==> src/rtl/i2c_arbiter.sv <==
// Round-robin arbiter that shares one i2c_master among NUM_REQ requesters,
// with NACK retry and a per-transaction timeout.
module i2c_arbiter #(
  parameter int unsigned NUM_REQ        = 4,
  parameter int unsigned MAX_RETRY      = 2,
  parameter int unsigned TIMEOUT_CYCLES = 200000
) (
  input  logic                   clk,
  input  logic                   rst,
  input  logic [NUM_REQ-1:0]     req_valid,
  input  logic [7*NUM_REQ-1:0]   req_addr,
  input  logic [NUM_REQ-1:0]     req_rw,
  input  logic [8*NUM_REQ-1:0]   req_data,
  output logic [NUM_REQ-1:0]     req_ready,
  output logic [NUM_REQ-1:0]     rsp_valid,
  output logic [NUM_REQ-1:0]     rsp_err,
  output logic                   timeout_evt,
  output logic                   m_start_req,
  output logic [6:0]             m_slave_addr,
  output logic                   m_rw_bit,
  output logic [7:0]             m_data_in,
  input  logic                   m_busy,
  input  logic                   m_done,
  input  logic                   m_ack_error
);

  localparam int unsigned IDX_W = (NUM_REQ > 1) ? $clog2(NUM_REQ) : 1;
  localparam int unsigned RTY_W = (MAX_RETRY > 0) ? $clog2(MAX_RETRY + 1) : 1;
  localparam int unsigned TMR_W = (TIMEOUT_CYCLES > 1) ? $clog2(TIMEOUT_CYCLES + 1) : 1;

  typedef enum logic [1:0] {IDLE, LAUNCH, WAIT, RESP} state_t;

  state_t             state_q, state_d;
  logic [IDX_W-1:0]   cur_q, cur_d;
  logic [IDX_W-1:0]   last_q, last_d;
  logic [RTY_W-1:0]   retry_q, retry_d;
  logic [TMR_W-1:0]   timer_q, timer_d;

  logic [NUM_REQ-1:0] req_ready_d, rsp_valid_d, rsp_err_d;
  logic               timeout_evt_d, m_start_req_d, m_rw_bit_d;
  logic [6:0]         m_slave_addr_d;
  logic [7:0]         m_data_in_d;

  logic [6:0]         addr_arr [NUM_REQ];
  logic [7:0]         data_arr [NUM_REQ];
  logic               grant_found;
  logic [IDX_W-1:0]   grant_idx;
  logic [IDX_W-1:0]   cand;
  logic [NUM_REQ-1:0] cur_vec;

  // Unpack the flat per-requester buses
  for (genvar gi = 0; gi < NUM_REQ; gi++) begin : g_unpack
    assign addr_arr[gi] = req_addr[7*gi +: 7];
    assign data_arr[gi] = req_data[8*gi +: 8];
  end

  assign cur_vec = NUM_REQ'(1) << cur_q;

  // Round-robin search starting just after the last served requester
  always_comb begin
    grant_found = 1'b0;
    grant_idx   = '0;
    cand        = '0;
    for (int unsigned i = 1; i <= NUM_REQ; i++) begin
      cand = IDX_W'((32'(last_q) + i) % NUM_REQ);
      if (!grant_found && req_valid[cand]) begin
        grant_found = 1'b1;
        grant_idx   = cand;
      end
    end
  end

  // Next-state and next-output logic
  always_comb begin
    state_d        = state_q;
    cur_d          = cur_q;
    last_d         = last_q;
    retry_d        = retry_q;
    timer_d        = timer_q;
    m_start_req_d  = m_start_req;
    m_slave_addr_d = m_slave_addr;
    m_rw_bit_d     = m_rw_bit;
    m_data_in_d    = m_data_in;
    req_ready_d    = '0;
    rsp_valid_d    = '0;
    rsp_err_d      = '0;
    timeout_evt_d  = 1'b0;

    case (state_q)
      IDLE: begin
        if (grant_found) begin
          cur_d          = grant_idx;
          m_slave_addr_d = addr_arr[grant_idx];
          m_rw_bit_d     = req_rw[grant_idx];
          m_data_in_d    = data_arr[grant_idx];
          req_ready_d    = NUM_REQ'(1) << grant_idx;
          m_start_req_d  = 1'b1;
          retry_d        = '0;
          timer_d        = '0;
          state_d        = LAUNCH;
        end
      end

      LAUNCH, WAIT: begin
        timer_d = timer_q + TMR_W'(1);
        // Completion takes priority over both timeout and the busy handshake
        if (m_done) begin
          if (m_ack_error && (32'(retry_q) < MAX_RETRY)) begin
            retry_d       = retry_q + RTY_W'(1);
            m_start_req_d = 1'b1;
            state_d       = LAUNCH;
          end else begin
            m_start_req_d = 1'b0;
            rsp_valid_d   = cur_vec;
            rsp_err_d     = m_ack_error ? cur_vec : '0;
            state_d       = RESP;
          end
        end else if (32'(timer_q) >= TIMEOUT_CYCLES - 1) begin
          m_start_req_d = 1'b0;
          timeout_evt_d = 1'b1;
          rsp_valid_d   = cur_vec;
          rsp_err_d     = cur_vec;
          state_d       = RESP;
        end else if ((state_q == LAUNCH) && m_busy) begin
          m_start_req_d = 1'b0;
          state_d       = WAIT;
        end
      end

      RESP: begin
        last_d  = cur_q;
        state_d = IDLE;
      end

      default: state_d = IDLE;
    endcase
  end

  // State and output registers
  always_ff @(posedge clk) begin
    if (rst) begin
      state_q      <= IDLE;
      cur_q        <= '0;
      last_q       <= IDX_W'(NUM_REQ - 1);
      retry_q      <= '0;
      timer_q      <= '0;
      req_ready    <= '0;
      rsp_valid    <= '0;
      rsp_err      <= '0;
      timeout_evt  <= 1'b0;
      m_start_req  <= 1'b0;
      m_slave_addr <= '0;
      m_rw_bit     <= 1'b0;
      m_data_in    <= '0;
    end else begin
      state_q      <= state_d;
      cur_q        <= cur_d;
      last_q       <= last_d;
      retry_q      <= retry_d;
      timer_q      <= timer_d;
      req_ready    <= req_ready_d;
      rsp_valid    <= rsp_valid_d;
      rsp_err      <= rsp_err_d;
      timeout_evt  <= timeout_evt_d;
      m_start_req  <= m_start_req_d;
      m_slave_addr <= m_slave_addr_d;
      m_rw_bit     <= m_rw_bit_d;
      m_data_in    <= m_data_in_d;
    end
  end

endmodule

==> config.mk <==
export PLATFORM = sky130hd
export DESIGN_NAME = i2c_arbiter
export DESIGN_NICKNAME = d
export VERILOG_FILES = /design/src/rtl/i2c_arbiter.sv
export SDC_FILE = /design/constraint.sdc
export NUM_CORES = 1
export LEC_CHECK = 0
export ABC_AREA = 1
export BUFFER_PORTS_ARGS = -buffer_cell sky130_fd_sc_hd__buf_2
export CAP_MARGIN = 20
export CORE_MARGIN = 2
export CORE_UTILIZATION = 53
export CTS_CLUSTER_SIZE = 30
export DETAILED_ROUTE_END_ITERATION = 8
export PLACE_DENSITY_LB_ADDON = 0.2
export SKIP_CTS_REPAIR_TIMING = 1
export SLEW_MARGIN = 10
export SYNTH_ARGS = -nofsm -noshare
export SYNTH_HDL_FRONTEND = slang
export SYNTH_SLANG_ARGS = --single-unit
==> constraint.sdc <==
create_clock -name clk -period 2.3 [get_ports clk]
set_input_delay 0.115 -clock clk [delete_from_list [all_inputs] [get_ports clk]]
set_output_delay 0.115 -clock clk [all_outputs]
set_load 0.03 [all_outputs]
== After elaboration in Yosys (flattened, before gate mapping) ==
Index checks and enable logic that the tools add are counted.
Widths: inputs -> output; s select.

* Add/subtract/negate cells: 6
* $lt $le $gt $ge: 8
* Eq/ne operators: 7
* Shifts and indexed selects: 2
* Mux-type cells: 49
* Bitwise operators: 4
* Reductions and logical operators: 19

{| class="wikitable"
|+ Operator list
! kind !! number
|-
| $pmux 18 s2 || 1
|-
| $mux 2 || 12
|-
| $mux 4 || 6
|-
| $add 18x1->18 const B || 1
|-
| $ge 18x18->1 const B || 1
|-
| $mux 18 || 1
|-
| $bmux 8 s2 || 1
|-
| $mux 8 || 2
|-
| $lt 2x3->1 const B || 5
|-
| $mux 1 || 15
|-
| $bmux 7 s2 || 1
|-
| $mux 7 || 2
|-
| $bmux 1 s2 || 5
|-
| $shl 1x2->4 const A || 2
|-
| $add 2x1->2 const B || 3
|-
| $ne 2x2->1 const B || 3
|-
| $pmux 2 s3 || 1
|-
| $reduce_and 2->1 || 3
|-
| $reduce_or 3->1 || 2
|-
| $logic_and 1x1->1 || 5
|-
| $add 2x2->2 const B || 2
|-
| $eq 2x2->1 const B || 2
|-
| $ne 4x4->1 const B || 1
|-
| $pmux 2 s2 || 1
|-
| other kinds (12) || 17
|}

* Register bits after elaboration: 56
* Logic and storage cells: 108

== Depth between registers and ports, before layout ==
Gate-level depths: netlist of run 1.

* Word-level depth: 17
* Gate-level depth with buffers: 18
* Mapped depth without buffers: 16

== Least setup slack after synthesis of run 1 ==
No wires, ideal clock.

* Path type: flip-flop to flip-flop
* From: reg state_q[1]
* To: reg rsp_err[3]
* Library setup time: 76 ps
* Arrival: 1767 ps
* Data required time: 2224 ps
* Path slack: 458 ps
* Cell stages (with the launch flop): 9
* Buffers on the path: 1
* Cells stage by stage: dfxtp_1 > inv_1 > ha_1 > buf_2 > clkinv_1 > nor2_1 > inv_1 > nor3_1 > a21boi_0

* Longest elaborated chain between the ends: 4
* Elaborated cells between the ends (all ways): 5

{| class="wikitable"
|+ Ends and longest elaborated chain
! what !! line !! text
|-
| from (decl) || 33 || <nowiki>state_t state_q, state_d;</nowiki>
|-
| from (signal assigned) || 156 || <nowiki>state_q <= state_d;</nowiki>
|-
| $eq 2x1->1 or $eq 2x2->1 (tied branches) || 89 || <nowiki>case (state_q)</nowiki>
|-
| $reduce_or 2->1 (*) || 89 ||
|-
| $not 1->1 (no line) (*) || - ||
|-
| $reduce_or 2->1 (no line) (*) || - ||
|-
| to (signal assigned) || 163 || <nowiki>rsp_err <= rsp_err_d;</nowiki>
|-
| to (decl) || 16 || <nowiki>output logic [NUM_REQ-1:0] rsp_err,</nowiki>
|}

Mark *: on every way between the ends. The rest lies on a longest branch, timed or not.
A chain may end at the register's enable or synchronous reset.

== Final worst setup path of run 1 ==
* From: reg last_q[1]
* To: reg m_data_in[4]

* Longest elaborated chain between the ends: 17
* Elaborated cells between the ends (all ways): 31

{| class="wikitable"
|+ Ends and longest elaborated chain
! what !! line !! text
|-
| from (decl) || 35 || <nowiki>logic [IDX_W-1:0] last_q, last_d;</nowiki>
|-
| from (signal assigned) || 144 || <nowiki>last_q <= IDX_W'(NUM_REQ - 1);</nowiki>
|-
| from (signal assigned) || 158 || <nowiki>last_q <= last_d;</nowiki>
|-
| $add 2x1->2 || 65 || <nowiki>cand = IDX_W'((32'(last_q) + i) % NUM_REQ);</nowiki>
|-
| $bmux 1 s2 || 66 || <nowiki>if (!grant_found && req_valid[cand]) begin</nowiki>
|-
| $mux 1 (not written as such) || 66 ||
|-
| $mux 1 || 66 ||
|-
| $logic_not 1->1 || 66 ||
|-
| $logic_and 1x1->1 || 66 ||
|-
| $mux 1 || 66 ||
|-
| $logic_not 1->1 || 66 ||
|-
| $logic_and 1x1->1 || 66 ||
|-
| $mux 1 || 66 ||
|-
| $logic_not 1->1 || 66 ||
|-
| $logic_and 1x1->1 || 66 ||
|-
| $mux 2 || 66 ||
|-
| $not 2->3 (not written as such) || 95 || <nowiki>m_data_in_d = data_arr[grant_idx];</nowiki>
|-
| $bmux 8 s2 || 95 ||
|-
| $mux 8 (not written as such) (2 in a row) || 95 ||
|-
| to (signal assigned) || 168 || <nowiki>m_data_in <= m_data_in_d;</nowiki>
|-
| to (decl) || 21 || <nowiki>output logic [7:0] m_data_in,</nowiki>
|}

Parallel ways exist; a longest one is shown, timed or not. The select of a mux whose other input is x is not followed.

==> results.toml, run 1 <==
[outcome]
status = "completed"

[routing]
vias = 3799
first_pass_iters = 4
drc = 0
dr.first_iter.drc_count = 202
viasPerCell = 5.169
routed_wl_mm = 9.009
routedWlPerCell_um = 12.26
ant_nets = 0

[placement]
gp_congestion = 0.9736
post_dp_cell_area_sq_um = 4106
dp_hpwl_mm = 6.779
io_buffers = 102

[sta]
finalCritPeriodShare = 0.8755
timing.fmax_mhz = 496.6
finalSetupTns_ns = 0
setup-violations-final = 0
hold_viol_final = 0
worstMarginPinSlew_ns = 0.4322
drv_slew = 0
final.setup_skew_ns = 0.009265
slew_headroom = 0.7097
rsz0062_at_grt = "no"
min_period_ns = 2.014

[synthesis]
synth_cells = 559
synth_cell_types = 35
ys_ff_latch = 56
ys_seq_area_frac = 0.3148
syn-num-nets = 637
synth-edff-count = 0
post_synth.cell_area_avg_sq_um = 6.370
ys.warnings.count = 0
async_reset_ff_frac = 0
synth_ff_type = "dfxtp_1"
synth_area_sq_um = 3561

[global_routing]
grt_usage = 0.2528
grt_pass1_wl_mm = 15.38
grt_max_degree = 34
grt_pass1_vias = 3507
grt_overflow = 0
antenna_found_initial = 0

[critical_path]
critPathKind = "reg -> reg"
endpoint_kind = "flip-flop"
worstPathArrival_ns = 2.23
r2r_setup_slack_ns = 0.29
r2r_cells = 15
critPathTopFamily = "simple AND/OR/NAND/NOR gates"
critPathMaxStageDelay_ns = 0.47
cp_slowest_cell = "dfxtp_1"
path_max_fanout = 33
regToRegStartpoint = "last_q[1]"
startpoint = "last_q[1]"
r2r-end = "m_data_in[4]"
crit_end = "m_data_in[4]"
critPathBufInv = 2
cp.depth = 15
worstSetupStartpointType = "flip-flop"
critical_path_required_ns = 2.51
worstPathCellList = "inv_2 > nand2_1 > nand2_1 > nand2_1 > nand2_4 > inv_2 > nand2_2 > nor2_4 > nand2_4 > nand2_4 > nand2_1 > nand3_1 > nand2_1 > nand2_1 > nand2_1"
crit_path_frequent_cell = "nand2_1"

[power_and_ir_drop]
p_per_area_nw_per_um2 = 824.3
peakVddDrop_v = 0.0004512
p_leak_uw = 0.002229

[clocking]
cts_root_buffer = "clkbuf_8"
cts_inserted_buffers = 5
htree_levels = 2
clk_pin_slew_ns = 0.10
cts_sinks = 56
clockBufferDepth = 2
clock_latency_ns = 0.32
cts_tree = "yes"

[die]
start_util = 0.5545
core_sq_um = 6422
ios = 103
die_w_um = 85.97
fp-row-count = 29
die_y_um = 85.97
dieArea_sq_um = 7390

[layout]
drive_gt1_frac = 0.2325
final_util = 0.6544
fin_area_sq_um = 4203
diodes = 0
syn2layout_area_growth_pct = 18.03
nNetsFinal = 735

[run]
max-cap-violations = 0

[worst_hold_path]
hold_class = "in -> reg"
how the worst min path moves through the flow:
stage          cells after the start  slack (ns)              end    startpoint
6_report                           5        0.11  m_slave_addr[6]  req_addr[13]
5_1_grt                            5        0.13  m_slave_addr[1]   req_addr[8]
4_1_cts                            5        0.10  m_slave_addr[6]  req_addr[13]
3_5_place_dp                       5        0.43  m_slave_addr[6]  req_addr[13]
3_3_place_gp                       5        0.43     m_data_in[3]  req_data[11]
2_1_floorplan                      3        0.31     req_ready[0]           rst
stage by stage:
stage	setup slack, ns	hold WS (ns)	std cells	total power [uW]
floorplan	0.4576	0.3060	559	2486
global placement	0.3026	0.4261	727	2896
detailed placement	0.1900	0.4309	727	2915
CTS	0.1813	0.1015	735	3475
global route	0.05359	0.1294	735	3738
finish	0.2863	0.1103	735	3465
synth_stat cells (7+ instances only):
library cell / number / area share
inv_1: 71 / 0.075
dfxtp_1: 56 / 0.31
nor2_1: 39 / 0.041
nand2_1: 175 / 0.18
o21ai_0: 10 / 0.014
nand2_2: 7 / 0.012
buf_6: 7 / 0.022
nand4_1: 15 / 0.026
nand3_1: 83 / 0.12
nor3_1: 7 / 0.0098
xor2_1: 9 / 0.022
a21oi_1: 27 / 0.038
cells by family (layout without fill, tap and decap cells):
kind of cell | after synthesis | count (layout) | synth area share
AOI/OAI and AO/OA | 42 | 42 | 0.06395
xor gates and xnor gates | 10 | 10 | 0.02460
adders and majority gates | 5 | 5 | 0.01757
buffers and inverters | 100 | 199 | 0.1293
DFF | 56 | 56 | 0.3148
and+or+nand+nor | 346 | 346 | 0.4498
final cells by class:
type	count	area, sq um
Fill cell	608	2220
Multi-Input combinational cell	403	1979
Sequential cell	56	1122
Timing Repair Buffer	112	610.6
Inverter	79	302.8
Tap cell	77	96.34
Clock buffer	5	68.82
Clock inverter	3	22.52
registers in the layout, summed over array words and instances, names as in the netlist:
signal,count
cur_q,2
last_q,2
m_data_in,8
m_rw_bit,1
m_slave_addr,7
m_start_req,1
req_ready,4
retry_q,2
rsp_err,4
rsp_valid,4
state_q,2
timeout_evt,1
timer_q,18
power by group:
part,leakage [uW],internal (uW),switching [uW]
sequential,0.000456,1130,106
combinational,0.00172,527,1140
clock,0.0000485,219,337
worst min-delay path, cell delays in order:
cell,delay [ns]
buf_2,0.07
inv_1,0.03
nor2_1,0.09
nor2_1,0.04
nand2_1,0.05
layer usage:
| metal | vias to the layer above | global-route usage | wire length, um |
|---|---|---|---|
| met2 | 135 | 0.4214 | 4223 |
| met5 | - | 0 | 0 |
| met1 | 1680 | 0.3314 | 4107 |
| met4 | 0 | 0.07792 | 134 |
| li1 | 1971 | - | - |
| met3 | 13 | 0.04620 | 545 |
layout by cell type, fill, tap and decap left out:
cell,instances
nand3_4,1
a21boi_0,1
nand4_2,1
o21ai_0,10
clkinv_4,1
xnor2_1,1
o22ai_1,1
nor2_1,39
nor2_2,1
xor2_1,9
ha_1,5
clkbuf_8,5
a21oi_1,27
nor3b_1,2
buf_12,2
dfxtp_1,55
clkinv_2,1
buf_2,102
nand3b_1,3
nor2_4,2
inv_4,1
nand3_2,6
a21o_1,1
nand2_2,7
nand3_1,83
dfxtp_2,1
inv_6,1
inv_1,70
a211oi_2,1
buf_4,8
inv_2,6
nor2_8,1
clkinvlp_4,1
nand2_1,175
nand4_1,15
clkinv_1,1
nor3_1,7
a21oi_2,1
nand2_4,3
(Power assumes the default switching activity.)
==> inputs of run 2 (changes only) <==
--- a/config.mk
+++ b/config.mk
@@ -14,4 +14,5 @@
 export DETAILED_ROUTE_END_ITERATION = 8
 export PLACE_DENSITY_LB_ADDON = 0.2
+export REMOVE_ABC_BUFFERS = 1
 export SKIP_CTS_REPAIR_TIMING = 1
 export SLEW_MARGIN = 10
==> constraint.sdc (replaced) <==
create_clock -name clk -period 2.3 [get_ports clk]
set_input_delay 0.115 -clock clk [delete_from_list [all_inputs] [get_ports clk]]
set_output_delay 0.115 -clock clk [all_outputs]
set_load 0.1 [all_outputs]
==> run 2 against run 1 <==
Net effect:
- via count grew 0.16%
- sequential power about the same
- first-iteration DRC count down 7.9%
- non-clock buffer count unchanged
- final cell count did not move
- total power increased by 19%
- global-route usage up 0.085 points
- clock skew is 0.0051 ns higher
- clock power rose by 5.2%
==> results.toml, run 2 (same netlist as run 1, synthesis figures left out) <==
[outcome]
status = "completed"

[die]
core_sq_um = 6422
die_w_um = 85.97
start_util = 0.5545
fp-row-count = 29
die_y_um = 85.97
dieArea_sq_um = 7390
ios = 103

[sta]
min_period_ns = 2.088
timing.hold.ws_ns = 0.09984
slew_headroom = 0.6710
finalCritPeriodShare = 0.9077
timing.fmax_mhz = 479.0
layout_setup_ws_ns = 0.2122
worstMarginPinSlew_ns = 0.4969
final.setup_skew_ns = 0.01434
setup-violations-final = 0
rsz0062_at_grt = "no"
finalSetupTns_ns = 0
hold_viol_final = 0
drv_slew = 0

[placement]
dp_slack_ns = 0.2107
gp_congestion = 0.9517
io_buffers = 102
dp_hpwl_mm = 6.929

[run]
max-cap-violations = 0

[clocking]
cts_tree = "yes"
htree_levels = 2
clk_pin_slew_ns = 0.12
cts_root_buffer = "clkbuf_8"
clock_latency_ns = 0.32
clockBufferDepth = 2
cts_inserted_buffers = 5
cts_sinks = 56

[power_and_ir_drop]
net-switching-power_uw = 2255
combPwrFrac = 0.558
peakVddDrop_v = 0.0008698
p_sw_frac = 0.5468
p_per_area_nw_per_um2 = 986.9
p_int_uw = 1869
p_leak_uw = 0.002223
clkPwrFrac = 0.142
p_seq_frac = 0.300

[critical_path]
path_max_fanout = 29
critPathMaxStageDelay_ns = 0.46
r2r_cells = 14
r2r-end = "m_slave_addr[2]"
critPathKind = "reg -> reg"
regToRegStartpoint = "last_q[1]"
crit_path_frequent_cell = "nand2_1"
worstPathCellList = "inv_2 > nand2_1 > nand2_1 > nand2_1 > nand2_4 > nor2_8 > nand3_4 > nand2_4 > buf_4 > nand3_1 > nand3_1 > nand2_1 > nand2_1 > nand2_1"
worstPathArrival_ns = 2.30
r2r_setup_slack_ns = 0.21
cp_slowest_cell = "dfxtp_1"
critical_path_required_ns = 2.51
worstSetupStartpointType = "flip-flop"
endpoint_kind = "flip-flop"

[global_routing]
top_usage_layer = "met2"
grt_pass1_wl_mm = 15.46
use_met3 = 0.04042
grt_overflow = 0
met1_usage = 0.3266
grt_pass1_vias = 3609
met2_usage = 0.4264
antenna_found_initial = 0
grt_usage = 0.2536
grt_max_degree = 34

[worst_hold_path]
hold_depth = 5
min_to = "m_rw_bit"
hold_class = "in -> reg"
hp-start = "req_rw[1]"

[layout]
nNetsFinal = 735
reg_top3 = "timer_q (18), m_data_in (8), m_slave_addr (7)"
mostFrequentLayoutCells = "nand2_1 (175), buf_2 (102), nand3_1 (83), inv_1 (71), dfxtp_1 (55)"
largest_reg_flops = 18
drive_gt1_frac = 0.2310
diodes = 0
top_register = "timer_q"
fillers = 600
syn2layout_area_growth_pct = 17.36
final_common_cell = "nand2_1"

[routing]
drc = 0
vias = 3805
viasPerCell = 5.177
first_pass_iters = 4
ant_nets = 0
dr.first_iter.drc_count = 186
routed_wl_mm = 8.987
routedWlPerCell_um = 12.23
-- run 2: changes by cell type in the layout (fill, tap and decap cells not counted), sizes merged --
cell / delta
clkinv: -1
inv: +1
-- run 2: worst max-delay path by stage --
stage / start / endpoint / slack (ns) / cells after the start
after floorplan: last_q[0] / m_data_in[0] / 0.15 / 13
after global placement: last_q[0] / m_data_in[1] / 0.33 / 15
after detailed placement: last_q[0] / m_slave_addr[2] / 0.21 / 14
after CTS: last_q[0] / m_slave_addr[2] / 0.17 / 14
after global routing: last_q[1] / m_slave_addr[3] / 0.04 / 14
final: last_q[1] / m_slave_addr[2] / 0.21 / 14
-- run 2: power groups by stage --
stage | Clock, uW | Sequential [uW] | Combinational (uW)
floorplan | 0 | 2130 | 875
detailed placement | 0 | 1250 | 2300
global placement | 0 | 1260 | 2260
finish | 586 | 1240 | 2300
CTS | 589 | 1240 | 2300
global route | 639 | 1260 | 2490
-- run 2: metal layers --
metal  vias up  part of all wire
li1       1962                 -
met1      1692              0.45
met2       137              0.46
met3        14             0.064
met4         0             0.017
met5         -                 0
-- run 2: worst max-delay path, delay by kind of cell, from the launching register on --
kind                   cells  cell delay, ns
buffers and inverters      2            0.42
DFF                        1            0.46
and+or+nand+nor           12            1.11
-- run 2: cell type report --
type | instances | area (sq um) | area share
inverters | 79 | 299.0 | 0.07156
clock buffers | 5 | 68.82 | 0.01647
repair buffers | 112 | 585.6 | 0.1401
clock inverters | 3 | 27.53 | 0.006587
flip-flops and latches | 56 | 1122 | 0.2686
multi-input cells | 403 | 1979 | 0.4737
well taps | 77 | 96.34 | 0.02305
-- run 2: through the flow --
step                area, sq um  utilization  power (uW)  cells
finish                     4179       0.6507        4124    735
global route               4179       0.6507        4386    735
CTS                        4178       0.6505        4126    735
detailed placement         4081       0.6355        3552    727
global placement           4081       0.6355        3521    727
floorplan                  3400            -        3003    538
==> inputs of run 3 (changes only) <==
ABC_AREA = not set   (was 1)
SKIP_LAST_GASP = 1   (was not set)
clock period = 2.6 ns   (was 2.3 ns; I/O delays follow)
==> run 3 against run 2 <==
Net effect:
- largest power group is now registers
- sequential power down 23%
- sequential cell count unchanged
- maximum frequency down 13%
- synthesized area down 21%
- critical path depth down 7
- worst setup slack worse by 0.011 ns
- core utilization up 3.3 points
- critical endpoint is now timer_q[17]
- routed wire length down 30%
==> results.toml, run 3 <==
[sta]
timing.fmax_mhz = 416.8
setup-violations-final = 0
worstMarginPinSlew_ns = 0.7333
slew_headroom = 0.5106
min_period_ns = 2.399
rsz0062_at_grt = "no"
final.setup_skew_ns = 0.009101
finalCritPeriodShare = 0.9227
hold_viol_final = 0
drv_slew = 0

[placement]
io_buffers = 102
gp_congestion = 0.8220
post_dp_cell_area_sq_um = 3398
dp_hpwl_mm = 4.808

[routing]
vias = 2628
dr.first_iter.drc_count = 106
first_pass_iters = 4
viasPerCell = 5.363
routedWlPerCell_um = 12.91
ant_nets = 0
drc = 0
routed_wl_mm = 6.326

[run]
max-cap-violations = 0

[clocking]
clock_latency_ns = 0.31
clockBufferDepth = 2
cts_inserted_buffers = 5
clk_pin_slew_ns = 0.10
htree_levels = 2
cts_root_buffer = "clkbuf_8"
cts_tree = "yes"
cts_sinks = 56

[power_and_ir_drop]
p_per_area_nw_per_um2 = 639.6
finalPower_uw = 2234
peakVddDrop_v = 0.0004148
p_leak_uw = 0.001441

[layout]
drive_gt1_frac = 0.3310
largest_reg_flops = 18
fin_area_sq_um = 3493
diodes = 0
syn2layout_area_growth_pct = 24.25
reg_top3 = "timer_q (18), m_data_in (8), m_slave_addr (7)"
mostFrequentLayoutCells = "buf_2 (102), dfxtp_1 (56), nand2_1 (31), nor2_1 (30), nand3_1 (24)"
nNetsFinal = 497
final_common_cell = "buf_2"
top_register = "timer_q"

[outcome]
status = "completed"

[global_routing]
grt_usage = 0.2135
grt_pass1_wl_mm = 10.49
grt_max_degree = 27
grt_overflow = 0
antenna_found_initial = 0
grt_pass1_vias = 2452

[critical_path]
critPathKind = "reg -> reg"
path_max_fanout = 7
worstPathArrival_ns = 2.64
r2r_cells = 7
regToRegStartpoint = "state_q[1]"
endpoint_kind = "flip-flop"
critical_path_required_ns = 2.84
worstSetupStartpointType = "flip-flop"
r2r_setup_slack_ns = 0.20
r2r-end = "timer_q[17]"

[synthesis]
synth.most_common_cell = "dfxtp_1"
synthTopCellsByArea = "dfxtp_1 (40%), mux2_2 (6.8%), mux2i_1 (6.1%)"
ys_ff_latch = 56
ys_top_cells_by_count = "dfxtp_1 (56), nand2_1 (31), nor2_1 (31), nand3_1 (24)"
synth_top_area_share = 0.3988
ys_seq_area_frac = 0.3988
ys.warnings.count = 0
synth_cell_types = 43
post_synth.cell_area_avg_sq_um = 8.786
yosys.area.top_type = "dfxtp_1"
async_reset_ff_frac = 0
synth-edff-count = 0
synth_area_sq_um = 2811
synth_cells = 320
synth_ff_type = "dfxtp_1"

[die]
start_util = 0.5505
die_w_um = 76.83
dieArea_sq_um = 5903
core_sq_um = 5107
ios = 103
fp-row-count = 26
die_y_um = 76.83

[worst_hold_path]
min_to = "m_slave_addr[6]"
hold_depth = 3
hold_class = "in -> reg"
hp-start = "req_addr[6]"
[run 3: cell count changes in the layout (fill, tap and decap cells not counted), moves of 9 or more]
cell | previous run | this run
a21oi_1 | 27 | 12
inv_1 | 71 | 10
mux2_2 | 0 | 17
mux2i_1 | 0 | 17
nand2_1 | 175 | 31
nand3_1 | 83 | 24
nand4_1 | 15 | 3
nor2_1 | 39 | 30
o211ai_1 | 0 | 13
[run 3: worst max-delay path by stage]
stage / start / endpoint / slack [ns] / cells past startpoint
4_1_cts: state_q[1] / timer_q[17] / 0.21 / 7
3_5_place_dp: state_q[1] / timer_q[17] / 0.24 / 7
6_report: state_q[1] / timer_q[17] / 0.20 / 7
2_1_floorplan: state_q[0] / m_data_in[0] / -0.36 / 6
5_1_grt: state_q[0] / timer_q[17] / 0.01 / 7
3_3_place_gp: state_q[0] / timer_q[17] / 0.31 / 7
[run 3: cells by family after synthesis]
kind of cell / after synthesis / synth area share
AO/OA/AOI/OAI: 61 / 0.1549
XOR/XNOR: 12 / 0.03738
adder cells (fa/ha/maj): 5 / 0.02225
buffers and inverters: 26 / 0.03827
flip-flops: 56 / 0.3988
multiplexers: 34 / 0.1286
AND/OR/NAND/NOR: 126 / 0.2199
[run 3: final cells by class]
class	count	area (sq um)
Inverter	10	37.54
Sequential cell	56	1121
Multi-Input combinational cell	238	1599
Clock inverter	2	10.01
Fill cell	456	1614
Timing Repair Buffer	108	555.5
Tap cell	70	87.58
Clock buffer	6	82.58
[run 3: routing by layer]
metal  up-vias  GRT usage  wire length, um  share of wire
met3         4    0.02941              222          0.035
li1       1355          -                -              -
met5         -          0                0              0
met1      1210     0.2568             2806           0.44
met2        59     0.3947             3252           0.51
met4         0    0.05818               44         0.0070
[run 3: worst max-delay path: stages, from the launching register on]
cell,delay (ns)
dfxtp_1,0.37
inv_1,0.09
ha_1,0.40
nor2_1,0.13
a211o_4,0.36
or4_1,0.53
or3_1,0.32
a21oi_1,0.14
[run 3: power breakdown]
| part | switching [uW] | internal, uW | leakage [uW] |
|---|---|---|---|
| Sequential | 37.4 | 921 | 0.000456 |
| Combinational | 593 | 199 | 0.000934 |
| Clock | 270 | 213 | 0.0000510 |
[run 3: through the flow]
step / setup TNS (ns) / hold slack, ns / utilization / worst slack, ns / std cells
CTS: 0 / 0.1006 / 0.6835 / 0.2057 / 490
detailed placement: 0 / 0.4201 / 0.6654 / 0.2442 / 482
global route: 0 / 0.1308 / 0.6840 / 0.01426 / 490
global placement: 0 / 0.4191 / 0.6654 / 0.3081 / 482
floorplan: -5.341 / 0.2021 / - / -0.3554 / 304
finish: 0 / 0.09868 / 0.6840 / 0.2010 / 490
